**src/rtl/md_unit_if.sv**
```systemverilog
// rtl/md_unit_if.sv - handshake/result bundle between the decoder/EX stage and md_unit
interface md_unit_if #(
  parameter int WIDTH = 32
);
  logic             start;
  logic [2:0]       md_control;
  logic [WIDTH-1:0] rs_val;
  logic [WIDTH-1:0] rt_val;
  logic             cancel;
  logic             busy;
  logic             done;
  logic [WIDTH-1:0] hi;
  logic [WIDTH-1:0] lo;
  logic [WIDTH-1:0] mf_data;

  modport master (
    output start, md_control, rs_val, rt_val, cancel,
    input  busy, done, hi, lo, mf_data
  );

  modport slave (
    input  start, md_control, rs_val, rt_val, cancel,
    output busy, done, hi, lo, mf_data
  );
endinterface

```
**src/rtl/md_unit.sv**
```systemverilog
// rtl/md_unit.sv - multi-cycle MIPS multiply/divide unit owning HI/LO
// Optional MD_EARLY_OUT_EN: trivial divides (divisor 0 or larger than dividend) skip the shift loop.
module md_unit #(
  parameter int WIDTH    = 32,
  parameter int MULT_LAT = 4,
  parameter int CNT_W    = 6
) (
  input logic    clk,
  input logic    rst_n,
  md_unit_if.slave md
);

  typedef enum logic [1:0] {
    IDLE = 2'd0,
    MUL  = 2'd1,
    DIV  = 2'd2,
    FIX  = 2'd3
  } state_t;

  localparam logic [CNT_W-1:0] MUL_INIT = CNT_W'(MULT_LAT - 1);
  localparam logic [CNT_W-1:0] DIV_INIT = CNT_W'(WIDTH - 1);

  state_t             state_q, state_d;
  logic [CNT_W-1:0]   cnt_q, cnt_d;
  logic [WIDTH-1:0]   a_q, a_d;
  logic [WIDTH-1:0]   b_q, b_d;
  logic               sgn_q, sgn_d;
  logic [WIDTH-1:0]   rem_q, rem_d;
  logic [WIDTH-1:0]   quo_q, quo_d;
  logic [WIDTH-1:0]   dvs_q, dvs_d;
  logic               qneg_q, qneg_d;
  logic               rneg_q, rneg_d;
  logic               div0_q, div0_d;
  logic [WIDTH-1:0]   hi_q, hi_d;
  logic [WIDTH-1:0]   lo_q, lo_d;
  logic               done_q, done_d;

  logic               op_signed;
  logic [WIDTH-1:0]   mag_a;
  logic [WIDTH-1:0]   mag_b;
  logic [2*WIDTH-1:0] ext_a;
  logic [2*WIDTH-1:0] ext_b;
  logic [2*WIDTH-1:0] prod;
  logic [WIDTH:0]     shifted;
  logic [WIDTH:0]     diff;

  // Operand magnitudes are taken from the live bus so they can be latched on the accepting edge.
  always_comb begin
    op_signed = ~md.md_control[0];
    mag_a     = (op_signed && md.rs_val[WIDTH-1]) ? -md.rs_val : md.rs_val;
    mag_b     = (op_signed && md.rt_val[WIDTH-1]) ? -md.rt_val : md.rt_val;
  end

  always_comb begin
    ext_a   = sgn_q ? {{WIDTH{a_q[WIDTH-1]}}, a_q} : {{WIDTH{1'b0}}, a_q};
    ext_b   = sgn_q ? {{WIDTH{b_q[WIDTH-1]}}, b_q} : {{WIDTH{1'b0}}, b_q};
    prod    = ext_a * ext_b;
    shifted = {rem_q, quo_q[WIDTH-1]};
    diff    = shifted - {1'b0, dvs_q};
  end

  always_ff @(posedge clk) begin
    if (!rst_n) begin
      state_q <= IDLE;
      cnt_q   <= '0;
      a_q     <= '0;
      b_q     <= '0;
      sgn_q   <= 1'b0;
      rem_q   <= '0;
      quo_q   <= '0;
      dvs_q   <= '0;
      qneg_q  <= 1'b0;
      rneg_q  <= 1'b0;
      div0_q  <= 1'b0;
      hi_q    <= '0;
      lo_q    <= '0;
      done_q  <= 1'b0;
    end else begin
      state_q <= state_d;
      cnt_q   <= cnt_d;
      a_q     <= a_d;
      b_q     <= b_d;
      sgn_q   <= sgn_d;
      rem_q   <= rem_d;
      quo_q   <= quo_d;
      dvs_q   <= dvs_d;
      qneg_q  <= qneg_d;
      rneg_q  <= rneg_d;
      div0_q  <= div0_d;
      hi_q    <= hi_d;
      lo_q    <= lo_d;
      done_q  <= done_d;
    end
  end

  always_comb begin
    state_d = state_q;
    cnt_d   = cnt_q;
    a_d     = a_q;
    b_d     = b_q;
    sgn_d   = sgn_q;
    rem_d   = rem_q;
    quo_d   = quo_q;
    dvs_d   = dvs_q;
    qneg_d  = qneg_q;
    rneg_d  = rneg_q;
    div0_d  = div0_q;
    hi_d    = hi_q;
    lo_d    = lo_q;
    done_d  = 1'b0;

    unique case (state_q)
      IDLE: begin
        if (md.start) begin
          unique case (md.md_control)
            3'b010: hi_d = md.rs_val;
            3'b011: lo_d = md.rs_val;
            3'b100, 3'b101: begin
              a_d     = md.rs_val;
              b_d     = md.rt_val;
              sgn_d   = op_signed;
              cnt_d   = MUL_INIT;
              state_d = MUL;
            end
            3'b110, 3'b111: begin
              a_d    = md.rs_val;
              b_d    = md.rt_val;
              sgn_d  = op_signed;
              dvs_d  = mag_b;
              qneg_d = op_signed & (md.rs_val[WIDTH-1] ^ md.rt_val[WIDTH-1]);
              rneg_d = op_signed & md.rs_val[WIDTH-1];
              div0_d = (md.rt_val == '0);
              cnt_d  = DIV_INIT;
`ifdef MD_EARLY_OUT_EN
              if ((md.rt_val == '0) || (mag_b > mag_a)) begin
                quo_d   = (md.rt_val == '0) ? '1 : '0;
                rem_d   = mag_a;
                state_d = FIX;
              end else begin
                quo_d   = mag_a;
                rem_d   = '0;
                state_d = DIV;
              end
`else
              quo_d   = mag_a;
              rem_d   = '0;
              state_d = DIV;
`endif
            end
            default: ;
          endcase
        end
      end

      MUL: begin
        if (md.cancel) begin
          state_d = IDLE;
        end else if (cnt_q == '0) begin
          {hi_d, lo_d} = prod;
          done_d       = 1'b1;
          state_d      = IDLE;
        end else begin
          cnt_d = cnt_q - 1'b1;
        end
      end

      DIV: begin
        if (md.cancel) begin
          state_d = IDLE;
        end else begin
          // Restoring step: keep the subtraction only when it did not borrow.
          if (!diff[WIDTH]) begin
            rem_d = diff[WIDTH-1:0];
            quo_d = {quo_q[WIDTH-2:0], 1'b1};
          end else begin
            rem_d = shifted[WIDTH-1:0];
            quo_d = {quo_q[WIDTH-2:0], 1'b0};
          end
          if (cnt_q == '0) begin
            state_d = FIX;
          end else begin
            cnt_d = cnt_q - 1'b1;
          end
        end
      end

      FIX: begin
        if (md.cancel) begin
          state_d = IDLE;
        end else begin
          if (div0_q) begin
            lo_d = '1;
            hi_d = a_q;
          end else begin
            lo_d = qneg_q ? -quo_q : quo_q;
            hi_d = rneg_q ? -rem_q : rem_q;
          end
          done_d  = 1'b1;
          state_d = IDLE;
        end
      end

      default: state_d = IDLE;
    endcase
  end

  assign md.busy = (state_q != IDLE);
  assign md.done = done_q;
  assign md.hi   = hi_q;
  assign md.lo   = lo_q;

  always_comb begin
    unique case (md.md_control)
      3'b000:  md.mf_data = hi_q;
      3'b001:  md.mf_data = lo_q;
      default: md.mf_data = '0;
    endcase
  end

endmodule

```
**src/flat_wrapper.sv**
```systemverilog
// flat-port wrapper written by rule: the top's interface ports become plain ports
module md_unit_flat 
#(
  parameter int WIDTH    = 32,
  parameter int MULT_LAT = 4,
  parameter int CNT_W    = 6
)
  (clk, rst_n, md_start, md_md_control, md_rs_val, md_rt_val, md_cancel, md_busy, md_done, md_hi, md_lo, md_mf_data);
  md_unit_if #(.WIDTH(WIDTH)) md_i ();
  input logic clk;
  input logic rst_n;
  input wire logic [$bits(md_i.start)-1:0] md_start;
  input wire logic [$bits(md_i.md_control)-1:0] md_md_control;
  input wire logic [$bits(md_i.rs_val)-1:0] md_rs_val;
  input wire logic [$bits(md_i.rt_val)-1:0] md_rt_val;
  input wire logic [$bits(md_i.cancel)-1:0] md_cancel;
  output wire logic [$bits(md_i.busy)-1:0] md_busy;
  output wire logic [$bits(md_i.done)-1:0] md_done;
  output wire logic [$bits(md_i.hi)-1:0] md_hi;
  output wire logic [$bits(md_i.lo)-1:0] md_lo;
  output wire logic [$bits(md_i.mf_data)-1:0] md_mf_data;
  assign md_i.start = md_start;
  assign md_i.md_control = md_md_control;
  assign md_i.rs_val = md_rs_val;
  assign md_i.rt_val = md_rt_val;
  assign md_i.cancel = md_cancel;
  assign md_busy = md_i.busy;
  assign md_done = md_i.done;
  assign md_hi = md_i.hi;
  assign md_lo = md_i.lo;
  assign md_mf_data = md_i.mf_data;
  md_unit #(.WIDTH(WIDTH), .MULT_LAT(MULT_LAT), .CNT_W(CNT_W)) u_core (.clk(clk), .rst_n(rst_n), .md(md_i));
endmodule
```
**config.mk**
```make
export PLATFORM = sky130hd
export DESIGN_NAME = md_unit_flat
export DESIGN_NICKNAME = d
export VERILOG_FILES = /design/src/rtl/md_unit_if.sv /design/src/rtl/md_unit.sv /design/src/flat_wrapper.sv
export SDC_FILE = /design/constraint.sdc
export NUM_CORES = 2
export LEC_CHECK = 0
export ABC_AREA = 1
export BUFFER_PORTS_ARGS = -buffer_cell sky130_fd_sc_hd__buf_2
export CAP_MARGIN = 20
export CORE_MARGIN = 3
export CORE_UTILIZATION = 30
export DETAILED_ROUTE_END_ITERATION = 7
export GPL_TIMING_DRIVEN = 0
export PLACE_DENSITY = 0.43
export SETUP_SLACK_MARGIN = 0.4
export SLEW_MARGIN = 20
export SYNTH_ARGS = -nofsm -noshare
export SYNTH_HDL_FRONTEND = slang
export SYNTH_SLANG_ARGS = --single-unit
```
**constraint.sdc**
```tcl
create_clock -name clk -period 26.2 [get_ports clk]
set_clock_uncertainty 0.05 [all_clocks]
set_input_delay 5.24 -clock clk [delete_from_list [all_inputs] [get_ports clk]]
set_output_delay 5.24 -clock clk [all_outputs]
set_load 0.02 [all_outputs]
```
# Word-level counts from Yosys, hierarchy flattened
# Cells that the tools add are included.
totals:
  inputBits: 71
  reg_bits: 237
  out_inout_bits: 98
  romBits: 0
  mem_count: 0
  ramBits: 0
  latchBits: 0
  word_cells: 116
op_classes:
  mul: 1
  div_mod_pow: 0
  n_lt_le_gt_ge: 0
  n_bitwise: 4
  addsub: 6
  n_eq_ne: 23
  muxes: 47
  reduce_logical: 21
  shift: 0
op_table:
  columns: ["cell", "n"]
  rows:
  - ["$mux 32", 23]
  - ["$pmux 32 s2", 3]
  - ["$pmux 32 s3", 2]
  - ["$mux 64", 2]
  - ["$neg 32->32", 4]
  - ["$mul 64x64->64", 1]
  - ["$sub 33x32->33", 1]
  - ["$logic_not 32->1", 1]
  - ["$pmux 6 s2", 2]
  - ["$mux 6", 3]
  - ["$ne 2x2->1 const B", 9]
  - ["$eq 3x3->1 const B", 4]
  - ["$reduce_and 6->1", 2]
  - ["$mux 2", 5]
  - ["$pmux 2 s4", 1]
  - ["$reduce_and 4->1", 2]
  - ["$eq 3x2->1 const B", 2]
  - ["$logic_not 6->1", 1]
  - ["$ne 3x2->1 const B", 2]
  - ["$reduce_and 3->1", 2]
  - ["$reduce_bool 2->1", 3]
  - ["$reduce_or 2->1", 3]
  - ["$sub 6x1->6 const B", 1]
  - ["$reduce_and 5->1", 1]
  - ["other kinds (16)", 22]

# Depth between registers and ports, before layout
logic_depth:
  ltp_word: 6
  mapped_depth: 41

# Worst setup path after synthesis
# Ideal clock, no wire load.
synth_timing:
  path_kind: "input to output"
  startpoint: "input port md_md_control[2]"
  endpoint: "output port md_mf_data[17]"
  stages: 4
  n_path_buf: 1
  t_required_ns: 20.910
  arrival_ns: 6.306
  slack_ns: 14.604
  cell_sequence: "nor2_1 nand2_1 clkbuf_1 o21ai_0"
synth_via:
  elab_chain_cells: 2
synth_rtl:
  columns: ["element", "line_no", "text"]
  rows:
  - ["from (decl)", "flat_wrapper.sv:13", "input wire logic [$bits(md_i.md_control)-1:0] md_md_control;"]
  - ["$eq 3x1->1 or $logic_not 3->1 (tied branches)", "md_unit.sv:213", "unique case (md.md_control)"]
  - ["$pmux 32 s2 *", "md_unit.sv:213", null]
  - ["to (decl)", "flat_wrapper.sv:21", "output wire logic [$bits(md_i.mf_data)-1:0] md_mf_data;"]
# Mark *: on every way between the ends. The rest lies on a longest branch, timed or not.

# Worst setup path in the final report
layout_timing:
  startpoint: "register u_core.a_q[31]"
  endpoint: "register u_core.hi_q[30] (netlist: u_core.md.hi[30])"
layout_via:
  elab_chain_cells: 5
layout_rtl:
  columns: ["element", "line_no", "text"]
  rows:
  - ["from (decl)", "md_unit.sv:25", "logic [WIDTH-1:0] a_q, a_d;"]
  - ["from (signal assigned)", "md_unit.sv:66", "a_q <= '0;"]
  - ["from (signal assigned)", "md_unit.sv:81", "a_q <= a_d;"]
  - ["$mux 64", "md_unit.sv:55", "ext_a = sgn_q ? {{WIDTH{a_q[WIDTH-1]}}, a_q} : {{WIDTH{1'b0}}, a_q};"]
  - ["$mul 64x64->64", "md_unit.sv:57", "prod = ext_a * ext_b;"]
  - ["$mux 32", "md_unit.sv:158", "end else if (cnt_q == '0) begin"]
  - ["$mux 32", "md_unit.sv:156", "if (md.cancel) begin"]
  - ["$pmux 32 s3", "md_unit.sv:112", "unique case (state_q)"]
  - ["to (signal assigned)", "md_unit.sv:90", "hi_q <= hi_d;"]
  - ["to (decl)", "md_unit.sv:34", "logic [WIDTH-1:0] hi_q, hi_d;"]
# Every way passes these cells. The select of a mux whose other input is x is not followed.
# A chain may end at the register's enable or synchronous reset.

==> results.json <==
{
  "fin_crit_ns": 12.59,
  "grt_pass1_vias": 61900,
  "core_area_um2": 218000,
  "grt_pass1_wl_um": 471000,
  "clkSinkCount": 237,
  "grt_max_degree": 33,
  "die-area_um2": 227000,
  "hold_violations": 0,
  "outcome": "finished clean",
  "clock_latency_ns": 0.58,
  "routedWlPerCell_um": 27.7,
  "ir_worst_vdd_mv": 0.0470,
  "fin_crit_sh_pct": 48.1,
  "cp-start-kind": "flop",
  "ys_types": 59,
  "ys_seq_elements": 237,
  "crit_arrival_ns": 13.03,
  "cts_buffers": 34,
  "endpoint_kind": "flop",
  "yosysTopAreaCell": "fa_1",
  "synth_area_per_cell_um2": 7.55,
  "cts_hold_buf": 0,
  "slew_headroom_pct": 16.1,
  "tns_ns": 0,
  "finalSetupViolations": 0,
  "synthArstFlopShare_pct": 0,
  "root_buffer": "clkbuf_16",
  "ys_seq_area_share_pct": 7.15,
  "crit_slowest_cell": "fa_1",
  "cp_common_cell": "fa_1",
  "utilization_pct": 33.1,
  "postSynthCellCount": 8785,
  "syn-num-nets": 10600,
  "cp_max_fo": 10,
  "remaining_drc_errors": 0,
  "synth-edff-count": 0,
  "worstReg2RegStart": "u_core.a_q[31]",
  "drtAntennaViolNets": 0,
  "first_iter_violations": 6556,
  "die_w_um": 476,
  "clock_path_buffers": 3,
  "h-tree-depth": 2,
  "fillers": 23900,
  "worst_ep_required_time_ns": 26.64,
  "slew_viol_final": 0,
  "total_power_w": 0.00419,
  "cts_setup_buffers": 0,
  "numPortBuffers": 167,
  "vias": 59800,
  "ctsResizeCount": 0,
  "die_y_um": 476,
  "globalplace.congestion": 1.01,
  "antenna_found_initial": 33,
  "worstMarginPinSlew_ns": 1.26,
  "viasPerCell": 4.99,
  "netlist_area_um2": 66300,
  "p_leak_nw": 40.1,
  "powerDensity_nw_per_um2": 57.9,
  "grt_usage_pct": 29.1,
  "dr.pass1.iters": 6,
  "start_util_pct": 30.4,
  "synthFlopType": "dfxtp_1",
  "nNetsFinal": 10800,
  "hpwl_um": 287000,
  "synth_top_area_share_pct": 42.8,
  "rows": 171,
  "synthToLayoutAreaGrowth_pct": 9.15,
  "cts_tree": "yes",
  "routed_wl_um": 332000,
  "final_area_um2": 72400,
  "path_class": "reg2reg",
  "postPlaceCellArea_um2": 71200,
  "min_from": "u_core.quo_q[23]",
  "synth.top_cells.by_area": "fa_1 (43%), inv_1 (15%), nand2_1 (9.9%)",
  "hold_class": "reg2reg",
  "crit_start": "u_core.a_q[31]",
  "cap_violations": 0,
  "clk_pin_slew_worst_paths_ns": 0.06,
  "grt_overflow": 0,
  "cpPeakStageDelay_ns": 0.89,
  "fmax_mhz": 79.4,
  "io_pins": 169,
  "layout-drive-gt1-share_pct": 5.07,
  "rsz0062_at_grt": "no",
  "yosysWarnings": 0
}
## state kept, by name, indices dropped and copies added (netlist names), 2 cells and up
name	cells
u_core.dvs_q	32
u_core.quo_q	32
u_core.cnt_q	6
u_core.rem_q	32
u_core.a_q	32
u_core.md.lo	32
u_core.md.hi	32
u_core.state_q	2
u_core.b_q	32
## synthesized netlist by cell type (3+ instances only)
| cell type | count |
|---|---|
| dfxtp_1 | 237 |
| o31ai_1 | 10 |
| inv_1 | 2583 |
| o21bai_1 | 12 |
| nor2_2 | 6 |
| fa_1 | 1420 |
| nand4_1 | 46 |
| a21oi_1 | 405 |
| a211oi_1 | 13 |
| xor2_1 | 46 |
| a21o_1 | 12 |
| o21ai_0 | 340 |
| nor3_1 | 53 |
| a31oi_1 | 38 |
| o211ai_2 | 22 |
| a21oi_2 | 21 |
| nor3_2 | 6 |
| ha_1 | 349 |
| nand3b_1 | 26 |
| clkbuf_1 | 360 |
| nand2_1 | 1755 |
| o221ai_1 | 13 |
| nand2_2 | 17 |
| o21a_1 | 9 |
| buf_1 | 11 |
| or2_2 | 23 |
| buf_2 | 21 |
| nor2_1 | 447 |
| a41oi_1 | 5 |
| nand3_1 | 293 |
| o21ai_1 | 30 |
| nor2_4 | 3 |
| o21ai_2 | 6 |
| buf_4 | 3 |
| o22ai_1 | 3 |
| a221oi_1 | 3 |
| nand3_2 | 4 |
| inv_2 | 18 |
| nor4_1 | 11 |
| o211ai_1 | 39 |
| a21boi_0 | 5 |
| xnor2_1 | 32 |
| or2_0 | 4 |
## metrics by stage
stage | std cells | setup WS [ns] | hold slack (ns)
floorplan | 8785 | 14.60 | 0.394
global placement | 11900 | 13.79 | 0.403
detailed placement | 11900 | 13.83 | 0.415
CTS | 12000 | 13.75 | 0.424
global route | 12000 | 13.16 | 0.451
finish | 12000 | 13.61 | 0.430
## worst max-delay path, delay by kind of cell (launching register included)
kind                     cells  cell delay (ns)
flip-flops                   1             0.30
adder cells (fa/ha/maj)     11             6.58
AO/OA/AOI/OAI                1             0.20
buffers and inverters       12             3.09
AND/OR/NAND/NOR              9             2.25
## kinds of logic after synthesis
family	synth area share, %
AOI/OAI and AO/OA	8.52
DFF	7.15
buffers and inverters	17.1
adders and majority gates	49.4
xor gates and xnor gates	1.03
and+or+nand+nor	16.8
## where the power goes
part	total [W]	internal, W	switching (W)
clock	0.000484	0.000282	0.000202
sequential	0.000532	0.000437	0.0000941
combinational	0.00318	0.000889	0.00229
total	0.00419	0.00161	0.00259
## layer usage
metal / vias up / global-route usage [%] / part of all wire, % / wire, um
li1: 26000 / - / - / -
met1: 30700 / 42.0 / 45 / 149000
met2: 2643 / 44.1 / 43 / 142000
met3: 428 / 4.89 / 8.3 / 27600
met4: 22 / 9.81 / 4.2 / 14100
met5: - / 0 / 0.046 / 153
## path summary, 6_finish.rpt
check                                        end  slack [ns]  depth (start not counted)
worst min register to register  u_core.quo_q[23]        0.43                          2
worst max-delay path            u_core.md.hi[30]       13.61                         33
worst max register to register  u_core.md.hi[30]       13.61                         33
worst min-delay path            u_core.quo_q[23]        0.43                          2
## cell usage in the layout, fill, tap and decap left out, types with 53 or more instances in the layout
cell and instances:
a21oi_1 405, buf_2 188, clkbuf_1 307, clkbuf_2 58, dfxtp_1 237, fa_1 1420, ha_1 349, inv_1 2582
nand2_1 1755, nand3_1 292, nor2_1 446, nor3_1 53, o21ai_0 340
## final cells by class
type / count / area (um2) / share of cell area, %
clock buffer: 46 / 977 / 1.35
tap: 2941 / 3680 / 5.08
timing repair buffer: 183 / 1170 / 1.62
sequential: 237 / 4740 / 6.55
multi-input combinational: 5546 / 50300 / 69.4
clock inverter: 12 / 131 / 0.181
inverter: 2603 / 9770 / 13.5
buffer: 399 / 1660 / 2.29
antenna: 8 / 20.0 / 0.0276
Power figures use the tool's default switching activity.
